===== src/rtl/bscan_user_dr_ctrl.sv =====
// User JTAG data register behind BSCAN user-chain ports, fully oversampled in the CLK domain.
// Captures CAP_DATA, shifts LSB-first, and hands the updated word off via valid/ready.
module bscan_user_dr_ctrl #(
  parameter int DR_WIDTH    = 32,
  parameter int SYNC_STAGES = 2,
  parameter int JTAG_CHAIN  = 1
) (
  input  logic                CLK,
  input  logic                RST,
  input  logic                BS_DRCK,
  input  logic                BS_SEL,
  input  logic                BS_CAPTURE,
  input  logic                BS_SHIFT,
  input  logic                BS_UPDATE,
  input  logic                BS_RESET,
  input  logic                BS_TDI,
  output logic                BS_TDO,
  input  logic [DR_WIDTH-1:0] CAP_DATA,
  output logic [DR_WIDTH-1:0] UPD_DATA,
  output logic                UPD_VALID,
  input  logic                UPD_READY,
  output logic                LEN_ERR,
  output logic                OVERFLOW,
  input  logic                ERR_CLR,
  output logic [1:0]          CHAIN_ID
);
  localparam int CW = $clog2(DR_WIDTH + 2);
  localparam logic [CW-1:0] CNT_FULL = CW'(DR_WIDTH);
  localparam logic [CW-1:0] CNT_MAX  = CW'(DR_WIDTH + 1);

  typedef enum logic [1:0] {IDLE, CAPT, SHFT} state_t;

  state_t                          state, state_n;
  logic [SYNC_STAGES-1:0][6:0]     sync_q;
  logic [6:0]                      bs_in, bs_s;
  logic                            drck_s, sel_s, cap_s, shf_s, upd_s, rst_s, tdi_s;
  logic                            drck_prev, upd_prev, e, u, cnt_full;
  logic [DR_WIDTH-1:0]             sr;
  logic [CW-1:0]                   cnt;

  assign CHAIN_ID = 2'(JTAG_CHAIN - 1);

  // All BSCAN strobes and TDI share one synchroniser so they stay cycle-aligned.
  assign bs_in = {BS_TDI, BS_RESET, BS_UPDATE, BS_SHIFT, BS_CAPTURE, BS_SEL, BS_DRCK};
  assign bs_s  = sync_q[SYNC_STAGES-1];
  assign {tdi_s, rst_s, upd_s, shf_s, cap_s, sel_s, drck_s} = bs_s;

  always_ff @(posedge CLK or posedge RST) begin
    if (RST) begin
      sync_q    <= '0;
      drck_prev <= 1'b0;
      upd_prev  <= 1'b0;
    end else begin
      sync_q    <= {sync_q[SYNC_STAGES-2:0], bs_in};
      drck_prev <= drck_s;
      upd_prev  <= upd_s;
    end
  end

  assign e        = drck_s & ~drck_prev & sel_s;
  assign u        = upd_s & ~upd_prev & sel_s;
  assign cnt_full = (cnt == CNT_FULL);

  always_ff @(posedge CLK or posedge RST) begin
    if (RST) state <= IDLE;
    else     state <= state_n;
  end

  always_comb begin
    state_n = state;
    if (rst_s)                                 state_n = IDLE;
    else if (state == IDLE && e && cap_s)      state_n = CAPT;
    else if (state != IDLE && e && shf_s && !cap_s) state_n = SHFT;
    else if (state == SHFT && u)               state_n = IDLE;
  end

  always_ff @(posedge CLK or posedge RST) begin
    if (RST) begin
      sr        <= '0;
      cnt       <= '0;
      BS_TDO    <= 1'b0;
      UPD_DATA  <= '0;
      UPD_VALID <= 1'b0;
      LEN_ERR   <= 1'b0;
      OVERFLOW  <= 1'b0;
    end else begin
      BS_TDO <= sr[0];
      if (rst_s) begin
        sr  <= '0;
        cnt <= '0;
      end else begin
        if (e && cap_s) begin
          sr  <= CAP_DATA;
          cnt <= '0;
        end else if (e && shf_s) begin
          sr <= {tdi_s, sr[DR_WIDTH-1:1]};
          if (cnt != CNT_MAX) cnt <= cnt + CW'(1);
        end
        if (u) cnt <= '0;
      end
      // A consumer pop in the same cycle as u frees the slot for the new word.
      if (u && cnt_full && (!UPD_VALID || UPD_READY)) begin
        UPD_DATA  <= sr;
        UPD_VALID <= 1'b1;
      end else if (UPD_VALID && UPD_READY) begin
        UPD_VALID <= 1'b0;
      end
      if (ERR_CLR) begin
        LEN_ERR  <= 1'b0;
        OVERFLOW <= 1'b0;
      end
      if (u && !cnt_full)                          LEN_ERR  <= 1'b1;
      if (u && cnt_full && UPD_VALID && !UPD_READY) OVERFLOW <= 1'b1;
    end
  end
endmodule


===== config.mk =====
export PLATFORM = sky130hd
export DESIGN_NAME = bscan_user_dr_ctrl
export DESIGN_NICKNAME = d
export VERILOG_FILES = /design/src/rtl/bscan_user_dr_ctrl.sv
export SDC_FILE = /design/constraint.sdc
export NUM_CORES = 1
export LEC_CHECK = 0
export BUFFER_PORTS_ARGS = -buffer_cell sky130_fd_sc_hd__buf_2
export CORE_UTILIZATION = 54
export DETAILED_ROUTE_END_ITERATION = 8
export PLACE_DENSITY = 0.9
export SYNTH_ARGS = -nofsm -noshare
export SYNTH_HDL_FRONTEND = slang
export SYNTH_SLANG_ARGS = --single-unit

===== constraint.sdc =====
create_clock -name CLK -period 3.2 [get_ports CLK]
set_input_delay 0.48 -clock CLK [delete_from_list [all_inputs] [get_ports CLK]]
set_output_delay 0.48 -clock CLK [all_outputs]
set_load 0.1 [all_outputs]

======== Word level (Yosys, flattened, before mapping) ========
Cells that the tools add are included.
word-level totals
  register bits after elaboration ......... 90
  bits of input ports ..................... 43
operators by class
  multiplexer cells ....................... 13
  equal/unequal tests ..................... 2
  add/sub/neg operators ................... 1
  reduce and logical (&&, ||, !) cells .... 19
  bitwise logic cells ..................... 6
operators by type and width
  cell                   number
  $mux W32               3
  $mux W6                5
  $logic_and A1 B1 Y1    8
  $reduce_bool A4 Y1     2
  $add A6 B1 Y6 const B  1
  $eq A6 B6 Y1 const B   1
  $ne A6 B6 Y1 const B   1
  $reduce_bool A2 Y1     3
  $mux W1                5
  $and A1 B1 Y1          4
  $logic_not A1 Y1       3
  $reduce_bool A3 Y1     1
  $not A1 Y1             2
  $reduce_and A2 Y1      1
  $logic_or A1 B1 Y1     1

======== Depth between registers and ports, before layout ========
Gate-level depths: netlist of run 1.
  depth in word-level cells ............... 8
  gate-level depth with buffers ........... 7
  depth with buffers taken out ............ 5

======== Worst setup path before layout of run 1 ========
OpenSTA, ideal clock, no wires.
  path kind ............................... reg-to-reg
  start ................................... register UPD_VALID
  end ..................................... register UPD_DATA[0]
  stages on the path, launching flop included .. 6
  arrival ................................. 1.864 ns
  required time ........................... 3.074 ns
  slack ................................... 1.210 ns
  library setup time ...................... 0.126 ns
  path buffers ............................ 2
  cell sequence ........................... dfrtp_1 > nand2b_1 > and4_1 > buf_6 > buf_12 > mux2_4
on the way
  longest elaborated chain between the ends .. 3
RTL lines
  what                    line  RTL
  from (decl)             20    output logic UPD_VALID,
  from (signal assigned)  83    UPD_VALID <= 1'b0;
  from (signal assigned)  104   UPD_VALID <= 1'b1;
  from (signal assigned)  106   UPD_VALID <= 1'b0;
  $logic_not A1 Y1        102   if (u && cnt_full && (!UPD_VALID || UPD_READY)) begin
  $logic_or A1 B1 Y1      102
  $logic_and A1 B1 Y1     102
  to (signal assigned)    103   UPD_DATA <= sr;
  to (decl)               19    output logic [DR_WIDTH-1:0] UPD_DATA,
No other way between the ends.
A chain may end at the register's enable or synchronous reset.

======== Final worst setup path of run 1 ========
  start ................................... register cnt[2]
  end ..................................... register UPD_DATA[30]
on the way
  longest elaborated chain between the ends .. 3
RTL lines
  what                               line  RTL
  from (decl)                        39    logic [CW-1:0] cnt;
  from (signal assigned)             97    if (cnt != CNT_MAX) cnt <= cnt + CW'(1);
  $eq A6 B6 Y1                       62    assign cnt_full = (cnt == CNT_FULL);
  $logic_and A1 B1 Y1 (2 in series)  102
No other way between the ends.

==> out/summary.md, run 1 <==
In this run, post-CTS repair resized a total of 0 instances. The tools report the area of combinational cells with multiple inputs as 0.00143 sq mm. The arrival time at the worst endpoint came out at 2540 ps.

The number of non-filler instances in the completed layout is 497, and the number of buffers between clock root and the deepest sink is 2. Switching power share of the total: 25.2%. The number of clock buffers added by TritonCTS is 9.

TritonCTS built the clock tree. For the post-detailed-placement cell area, the log shows 0.00429 sq mm. The clock period could shrink to 2290 ps. Number of endpoints with negative hold slack in the final report: 0. The global router's overall resource usage was 21.5%; the post-detailed-route via-to-cell ratio was 5.51. In this run, placement finished with an instance count of 481.

After synthesis, flip-flops and latches occupy 58.2% of the total area. The proportion of power drawn by flip-flops and latches was 59.0%. Clock-pin slew was measured on the worst setup and hold paths at 90 ps. The run gives 2,626 as the via count of the first global-routing pass. Across the VDD grid, the largest voltage drop is 0.000266 V. The average footprint of a synthesized cell is 11.9 sq um, and the final instance area is 0.00447 sq mm. Among all flip-flop cells after synthesis, the most frequent one is dfrtp_1.

Synthesis produced 324 cells. After synthesis, the largest family of logic cells by area is simple AND/OR/NAND/NOR gates. In the final layout, the share of cells above drive strength 1 is 34.2%. For this configuration, the core starts out at a cell density of 56.3%. The startpoint identified for the worst register-to-register timing path is cnt[2]$_DFFE_PP0P_.

Clock skew on the completed layout was measured at 6.22 ps. The synthesized netlist devotes 8.99% of its cell area to compound gates. The count of input and output buffers was 78. The die covers 0.00751 sq mm.

The die extent in x works out to 86.7 microns. The floorplan step set the die height to 86.7 microns. Most common cell after layout, fill and taps aside: dfrtp_1.

The worst setup path is captured at a register. The slew of the pin with the lowest slew margin was 1140 ps; the simple-gate share of the synthesized area was 13.9%. The cell sitting at the root of the clock tree is a clkbuf_8.

The fmax came out at 437 MHz. The maximum level of the CTS H-tree is 3. The tools report the initial antenna violation count as 0. Number of clock sinks seen by CTS: 90. Counting flops with an async set or reset pin after synthesis yields a share of 100%.

The logs give 0 for the global route total overflow and 0.00201 W for the total chip power. Multiplexer cells account for 13.0% of the synthesized area. For flop-to-flop paths, the worst setup slack is 910 ps. The tools report the number of antenna diodes as 0. Along the worst path, the maximum fanout reaches 18. The total I/O pin count is 81. In this run, synthesis produced a sequential element count of 90. The routed layout has 2,737 vias. Yosys mapped a number of flops with a built-in enable equal to 0. Synthesis-to-layout area growth: 15.5%.

Count of final max-slew check failures: 0. Setup repair after global routing left no endpoint under its margin. The min-delay analysis places its worst path in the category in -> async. The first global-routing pass estimated 12.2 mm of wire. The routed wirelength normalized by instance count is 15.4 microns, and the placer's final routability congestion estimate is 0.815. The run gives 0 as the number of violations of the max-capacitance limit. The clock insertion delay at the later pin of the skew report is 360 ps, and the yosys synthesis warning count is 0.

In this run the post-CTS setup repair buffer count came out at 0. Of the total power, combinational logic draws 6.0%. The aggregate negative setup slack came out at 0 ps. The internal power of the cells totals 0.00151 W. At the worst endpoint, the required time is 3450 ps. STA classifies the critical path startpoint as a register.

Counting distinct cell types in the post-synthesis netlist gives 33. The fraction of the cycle the final worst path needs was 71.5%. The DRC marker count from the first detailed-route iteration came out at 116. In this run, post-CTS hold repair placed 0 buffers. For this design the static power due to leakage is 2.16 nW.

The setup violation total in the final timing report was 0; the total routed wirelength was 7.64 mm. Headroom to the max-slew limit came out at 24.2%. The worst register-to-register path has a depth of 4. For this design the ratio of total power to cell area is 451 mW/mm^2.

The run gives 0.00687 sq mm as the core outline area. The run gives 35.1% as the part of the total power dissipated in the clock network. For the total standard cell area after synthesis, the log shows 0.00387 sq mm. The total number of placement rows is 30.

Xor and xnor area share after synthesis: 0%. Entering global routing, the biggest net connects 44 pins. The library cells used most frequently in the layout, excluding fill and tap cells, are dfrtp_1 (90), buf_2 (78), nand2_1 (65). The HPWL after detailed placement is 5.26 mm. In this run the power spent charging and discharging nets is 0.000508 W.

For the layout filler cell count, the log shows 548. The run finished with clean final reports. The net total in the final layout was 442; the post-route antenna net violation count was 0.

The synthesized netlist devotes 0.970% of its cell area to adder and majority cells. In the final layout, flip-flops and latches occupy 0.00225 sq mm. The first TritonRoute pass finished after 4 iterations. The critical path in this run is classified as reg -> reg. The worst reg2reg path endpoint was UPD_DATA[30]$_DFFE_PP0P_. Final routed DRC violation total: 0.
## power groups by stage
stage	combinational, W	sequential (W)	clock [W]
after floorplan	0.0000738	0.00121	0
after CTS	0.000122	0.00119	0.000716
final	0.000120	0.00119	0.000706
after global routing	0.000134	0.00119	0.000762
after detailed placement	0.000122	0.00121	0
after global placement	0.000118	0.00121	0
## cell type report
| class | instances | share of cell area [%] |
|---|---|---|
| Clock buffer | 10 | 3.08 |
| Clock inverter | 6 | 0.924 |
| Inverter | 7 | 0.616 |
| Multi-Input combinational cell | 203 | 32.1 |
| Sequential cell | 90 | 50.4 |
| Tap cell | 96 | 2.69 |
| Timing Repair Buffer | 85 | 10.2 |
## cell usage after synthesis, drive strengths merged, types with 2 or more instances
cell type,count,share of area [%]
ha,3,0.97
a21oi,5,0.65
nand4,7,1.1
clkbuf,14,1.4
a311oi,32,7.2
nand2,65,6.3
o21ai,3,0.39
or3,2,0.32
and4,2,0.49
nand3,4,0.52
buf,11,2.8
nand4b,2,0.45
dfrtp,90,58
nor2,32,3.1
mux2i,3,0.78
mux2,32,12
inv,7,0.68
## layer usage
layer  GRT usage [%]  up-vias  wire length (microns)
met3            4.00       17                    406
met4            10.8        0                    191
li1                -     1271                      -
met2            33.5       93                   3560
met1            29.1     1356                   3480
met5               0        -                      0
## sequential cells by signal, indices dropped and copies added (netlist names), 6 cells and up
name and count:
sync_q 7, sr 32, cnt 6, bs_s 7, UPD_DATA 32
## critical path: stages, from the launching register on
cell and delay (ps):
dfrtp_1 460, nor4b_4 430, and4_2 680, buf_12 260, mux2_2 350
## metrics by stage
step | utilization, % | hold WS [ps] | worst slack (ps)
finish | 65.0 | 125 | 911
global route | 65.0 | 171 | 802
CTS | 65.0 | 139 | 913
detailed placement | 62.4 | 335 | 921
global placement | 62.4 | 332 | 1020
floorplan | - | 331 | 385
## logic make-up after synthesis
kind of cell / Yosys count
AO/OA/AOI/OAI: 43
adder cells (fa/ha/maj): 3
buffers and inverters: 32
flip-flops: 90
multiplexers: 35
other: 1
AND/OR/NAND/NOR: 120
## how the worst max path moves through the flow
| stage | slack (ps) | end | from | cells past startpoint |
|---|---|---|---|---|
| 2_1_floorplan | 380 | BS_TDO$_DFF_PP0_ | RST | 1 |
| 3_3_place_gp | 1020 | UPD_DATA[30]$_DFFE_PP0P_ | cnt[2]$_DFFE_PP0P_ | 4 |
| 3_5_place_dp | 920 | UPD_DATA[30]$_DFFE_PP0P_ | cnt[2]$_DFFE_PP0P_ | 4 |
| 4_1_cts | 910 | UPD_DATA[30]$_DFFE_PP0P_ | cnt[2]$_DFFE_PP0P_ | 4 |
| 5_1_grt | 800 | UPD_DATA[30]$_DFFE_PP0P_ | cnt[2]$_DFFE_PP0P_ | 4 |
| 6_report | 910 | UPD_DATA[30]$_DFFE_PP0P_ | cnt[2]$_DFFE_PP0P_ | 4 |
(Power assumes the default switching activity.)
==> run 2, diff against run 1 <==
==> constraint.sdc (replaced) <==
create_clock -name CLK -period 2.2 [get_ports CLK]
set_input_delay 0.33 -clock CLK [delete_from_list [all_inputs] [get_ports CLK]]
set_output_delay 0.33 -clock CLK [all_outputs]
set_load 0.1 [all_outputs]
==> run 2 against run 1 <==
Effect of this change:
- critical endpoint unchanged
- combinational power rose by 51%
- non-clock buffer count unchanged
- highest routed layer unchanged
- die area unchanged
==> out/summary.md, run 2 (synthesis gave the netlist of run 1 again) <==
The largest vdd supply drop was 0.000631 V (was 0.000266 V). The total routed wirelength was 7.81 mm (was 7.64 mm). The logs give 55.4% (was 59.0%) for the proportion of power drawn by flip-flops and latches and 0 (unchanged) for the setup fix buffers added after clock tree synthesis. The largest incremental delay on the critical path works out to 460 ps (was 680 ps).

The number of clock sinks seen by CTS came out at 90 (unchanged). The worst setup slack before clock tree synthesis is 364 ps (was 921 ps), and the number of violations of the max-capacitance limit is 0 (unchanged). For the initial antenna violation count, the log shows 0 (unchanged). TritonCTS built the clock tree. The required time reported for the critical path endpoint is 2440 ps (was 3450 ps). The most common cell after layout, fill and taps aside is dfrtp_1 (unchanged). For the initial standard-cell utilization of the core, the log shows 56.3% (unchanged). The master of the slowest instance on the critical path was dfrtp_1 (was and4_2).

Most frequent cells in the layout: dfrtp_1 (90), buf_2 (78), nand2_1 (65) (unchanged). The total chip power was 0.00311 W (was 0.00201 W). The slew of the pin with the lowest slew margin was 848 ps (was 1140 ps). The power spent charging and discharging nets was 0.000701 W (was 0.000508 W); the via count of the first global-routing pass was 2,766 (was 2,626). The die extent in x works out to 86.7 microns (unchanged). For the aggregate negative setup slack, the log shows 0 ps (unchanged). The time the worst path needs with I/O delays and setup is 1850 ps (was 2290 ps), and the net total in the final layout is 442 (unchanged). The maximum level of the CTS H-tree was 3 (unchanged); the share of layout cells above drive strength 1 was 34.0% (was 34.2%). Post-route antenna net violation count: 0 (unchanged).

For the headroom to the max-slew limit, the log shows 43.5% (was 24.2%). The smallest setup slack after layout is 352 ps (was 911 ps). For the layout filler cell count, the log shows 518 (was 548).

The run gives 350 ps (was 360 ps) as the clock insertion delay at the later pin of the skew report. Critical-path cell list: nor4b_4, and4_2, buf_12, mux2_2 (unchanged). The global route total overflow came out at 0 (unchanged). The placer's final routability congestion estimate was 0.786 (was 0.815). The logs give 5.16 mm (was 5.26 mm) for the HPWL after detailed placement and 2,759 (was 2,737) for the via count. Worst min-delay path category: in -> reg (was in -> async).

The length of the first detailed-routing pass in iterations is 4 (unchanged), and the quantity of hold-fixing buffers added after cts is 0 (unchanged). Highest net fanout along the worst path: 22 (was 18). The power density relative to cell area was 687 mW/mm^2 (was 451 mW/mm^2); the pin count of the biggest net entering global routing was 91 (was 44). The area of the die was 0.00751 sq mm (unchanged). The endpoint class of the critical path is a register (unchanged).

The total number of placement rows was 30 (unchanged). Arrival time at the worst endpoint: 2090 ps (was 2540 ps). The final routed DRC violation total is 0 (unchanged). Clock edge transition at the registers on the reported setup and hold paths: 80 ps (was 90 ps). The run gives 192 (was 116) as the DRC marker count from the first detailed-route iteration. The buffer type at the clock tree root is clkbuf_8 (unchanged). Core outline area: 0.00687 sq mm (unchanged). Kind of start point of the critical path: a register (unchanged).

The logs give 2 (unchanged) for the number of buffers between clock root and the deepest sink and 81 (unchanged) for the total I/O pin count. The logs give 5.8% (was 6.0%) for the part of the total power dissipated in combinational logic and 12.8 mm (was 12.2 mm) for the global-route wire length before repair. The synthesis-to-layout area growth is 17.1% (was 15.5%), and the number of buffers inserted during clock tree synthesis is 9 (unchanged). For the part of the total power dissipated in the clock network, the log shows 38.8% (was 35.1%). The fraction of the cycle the final worst path needs is 84.0% (was 71.5%), and the post-route clock skew is 10.7 ps (was 6.22 ps). The routed wirelength normalized by instance count is 15.7 microns (was 15.4 microns). For the setup violation total in the final timing report, the log shows 0 (unchanged).

The global router's overall resource usage was 22.7% (was 21.5%); the count of final max-slew check failures was 0 (unchanged). The switching power share of the total was 22.5% (was 25.2%). The logs give 541 MHz (was 437 MHz) for the fmax and 0.00241 W (was 0.00151 W) for the cell-internal power.

The class of the most critical setup path was reg -> reg (unchanged). The count of input and output buffers was 78 (unchanged); the number of endpoints with negative hold slack in the final report was 0 (unchanged). The leakage component of the power is 2.20 nW (was 2.16 nW).

The height of the die is 86.7 microns (unchanged), and the post-detailed-route via-to-cell ratio is 5.56 (was 5.51). The number of antenna diodes was 0 (unchanged). Top Registers: UPD_DATA: 32 flops, sr: 32 flops (unchanged).

The flow ran to the end, and the final reports show no timing, DRC or antenna violations. For the total of cells resized after clock tree synthesis, the log shows 0 (unchanged). Setup repair after global routing left no endpoint under its margin.
## run 2: cell count changes in the layout (fill, tap and decap cells not counted), sizes merged
cell,before,now
inv,7,6
clkinvlp,3,1
bufinv,0,2
## run 2: power by group through the flow
stage               logic [W]  registers, W  clock network, W
global route         0.000202       0.00173           0.00130
floorplan            0.000108       0.00176                 0
global placement     0.000176       0.00175                 0
CTS                  0.000183       0.00173           0.00123
detailed placement   0.000183       0.00176                 0
finish               0.000181       0.00173           0.00121
## run 2: stage by stage
| stage | area (sq um) | instances | utilization, % | hold slack [ps] |
|---|---|---|---|---|
| floorplan | 3880 | 325 | - | 331 |
| global placement | 4320 | 481 | 62.8 | 332 |
| detailed placement | 4320 | 481 | 62.8 | 335 |
| CTS | 4530 | 496 | 66.0 | 66.5 |
| global route | 4530 | 496 | 66.0 | 60.7 |
| finish | 4530 | 496 | 66.0 | 76.1 |
## run 2: worst paths after layout
| check | from | to | slack [ps] | cells after the start |
|---|---|---|---|---|
| worst max-delay path | cnt[2]$_DFFE_PP0P_ | UPD_DATA[30]$_DFFE_PP0P_ | 350 | 4 |
| min in group asynchronous | RST | LEN_ERR$_DFFE_PP0P_ | 90 | 3 |
| max in group asynchronous | RST | sr[9]$_DFFE_PP0P_ | 1750 | 3 |
| worst min-delay path | BS_SHIFT | sync_q[3]$_DFF_PP0_ | 80 | 1 |
| worst min register to register | sync_q[0]$_DFF_PP0_ | bs_s[0]$_DFF_PP0_ | 350 | 0 |
| worst max register to register | cnt[2]$_DFFE_PP0P_ | UPD_DATA[30]$_DFFE_PP0P_ | 350 | 4 |
## run 2: worst max-delay path: cells and delay by family, from the launching register on
kind | cells | cell delay (ps)
DFF | 1 | 460
muxes | 1 | 350
and+or+nand+nor | 2 | 710
buffers and inverters | 1 | 210
## run 2: cell type report
| cell class | instances | area (sq um) | share of cell area [%] |
|---|---|---|---|
| inverters | 7 | 30.0 | 0.662 |
| multi-input cells | 203 | 1430 | 31.6 |
| clock buffers | 10 | 138 | 3.04 |
| flip-flops and latches | 90 | 2250 | 49.7 |
| well taps | 96 | 120 | 2.65 |
| clock inverters | 5 | 78.8 | 1.74 |
| repair buffers | 85 | 480 | 10.6 |
## run 2: layer usage
| metal | routed length [microns] | GRT usage [%] | part of all wire (%) | vias up |
|---|---|---|---|---|
| met4 | 204 | 12.4 | 2.6 | 0 |
| li1 | - | - | - | 1271 |
| met5 | 0 | 0 | 0 | - |
| met3 | 465 | 5.14 | 6.0 | 22 |
| met2 | 3750 | 34.1 | 48 | 112 |
| met1 | 3390 | 30.6 | 43 | 1354 |
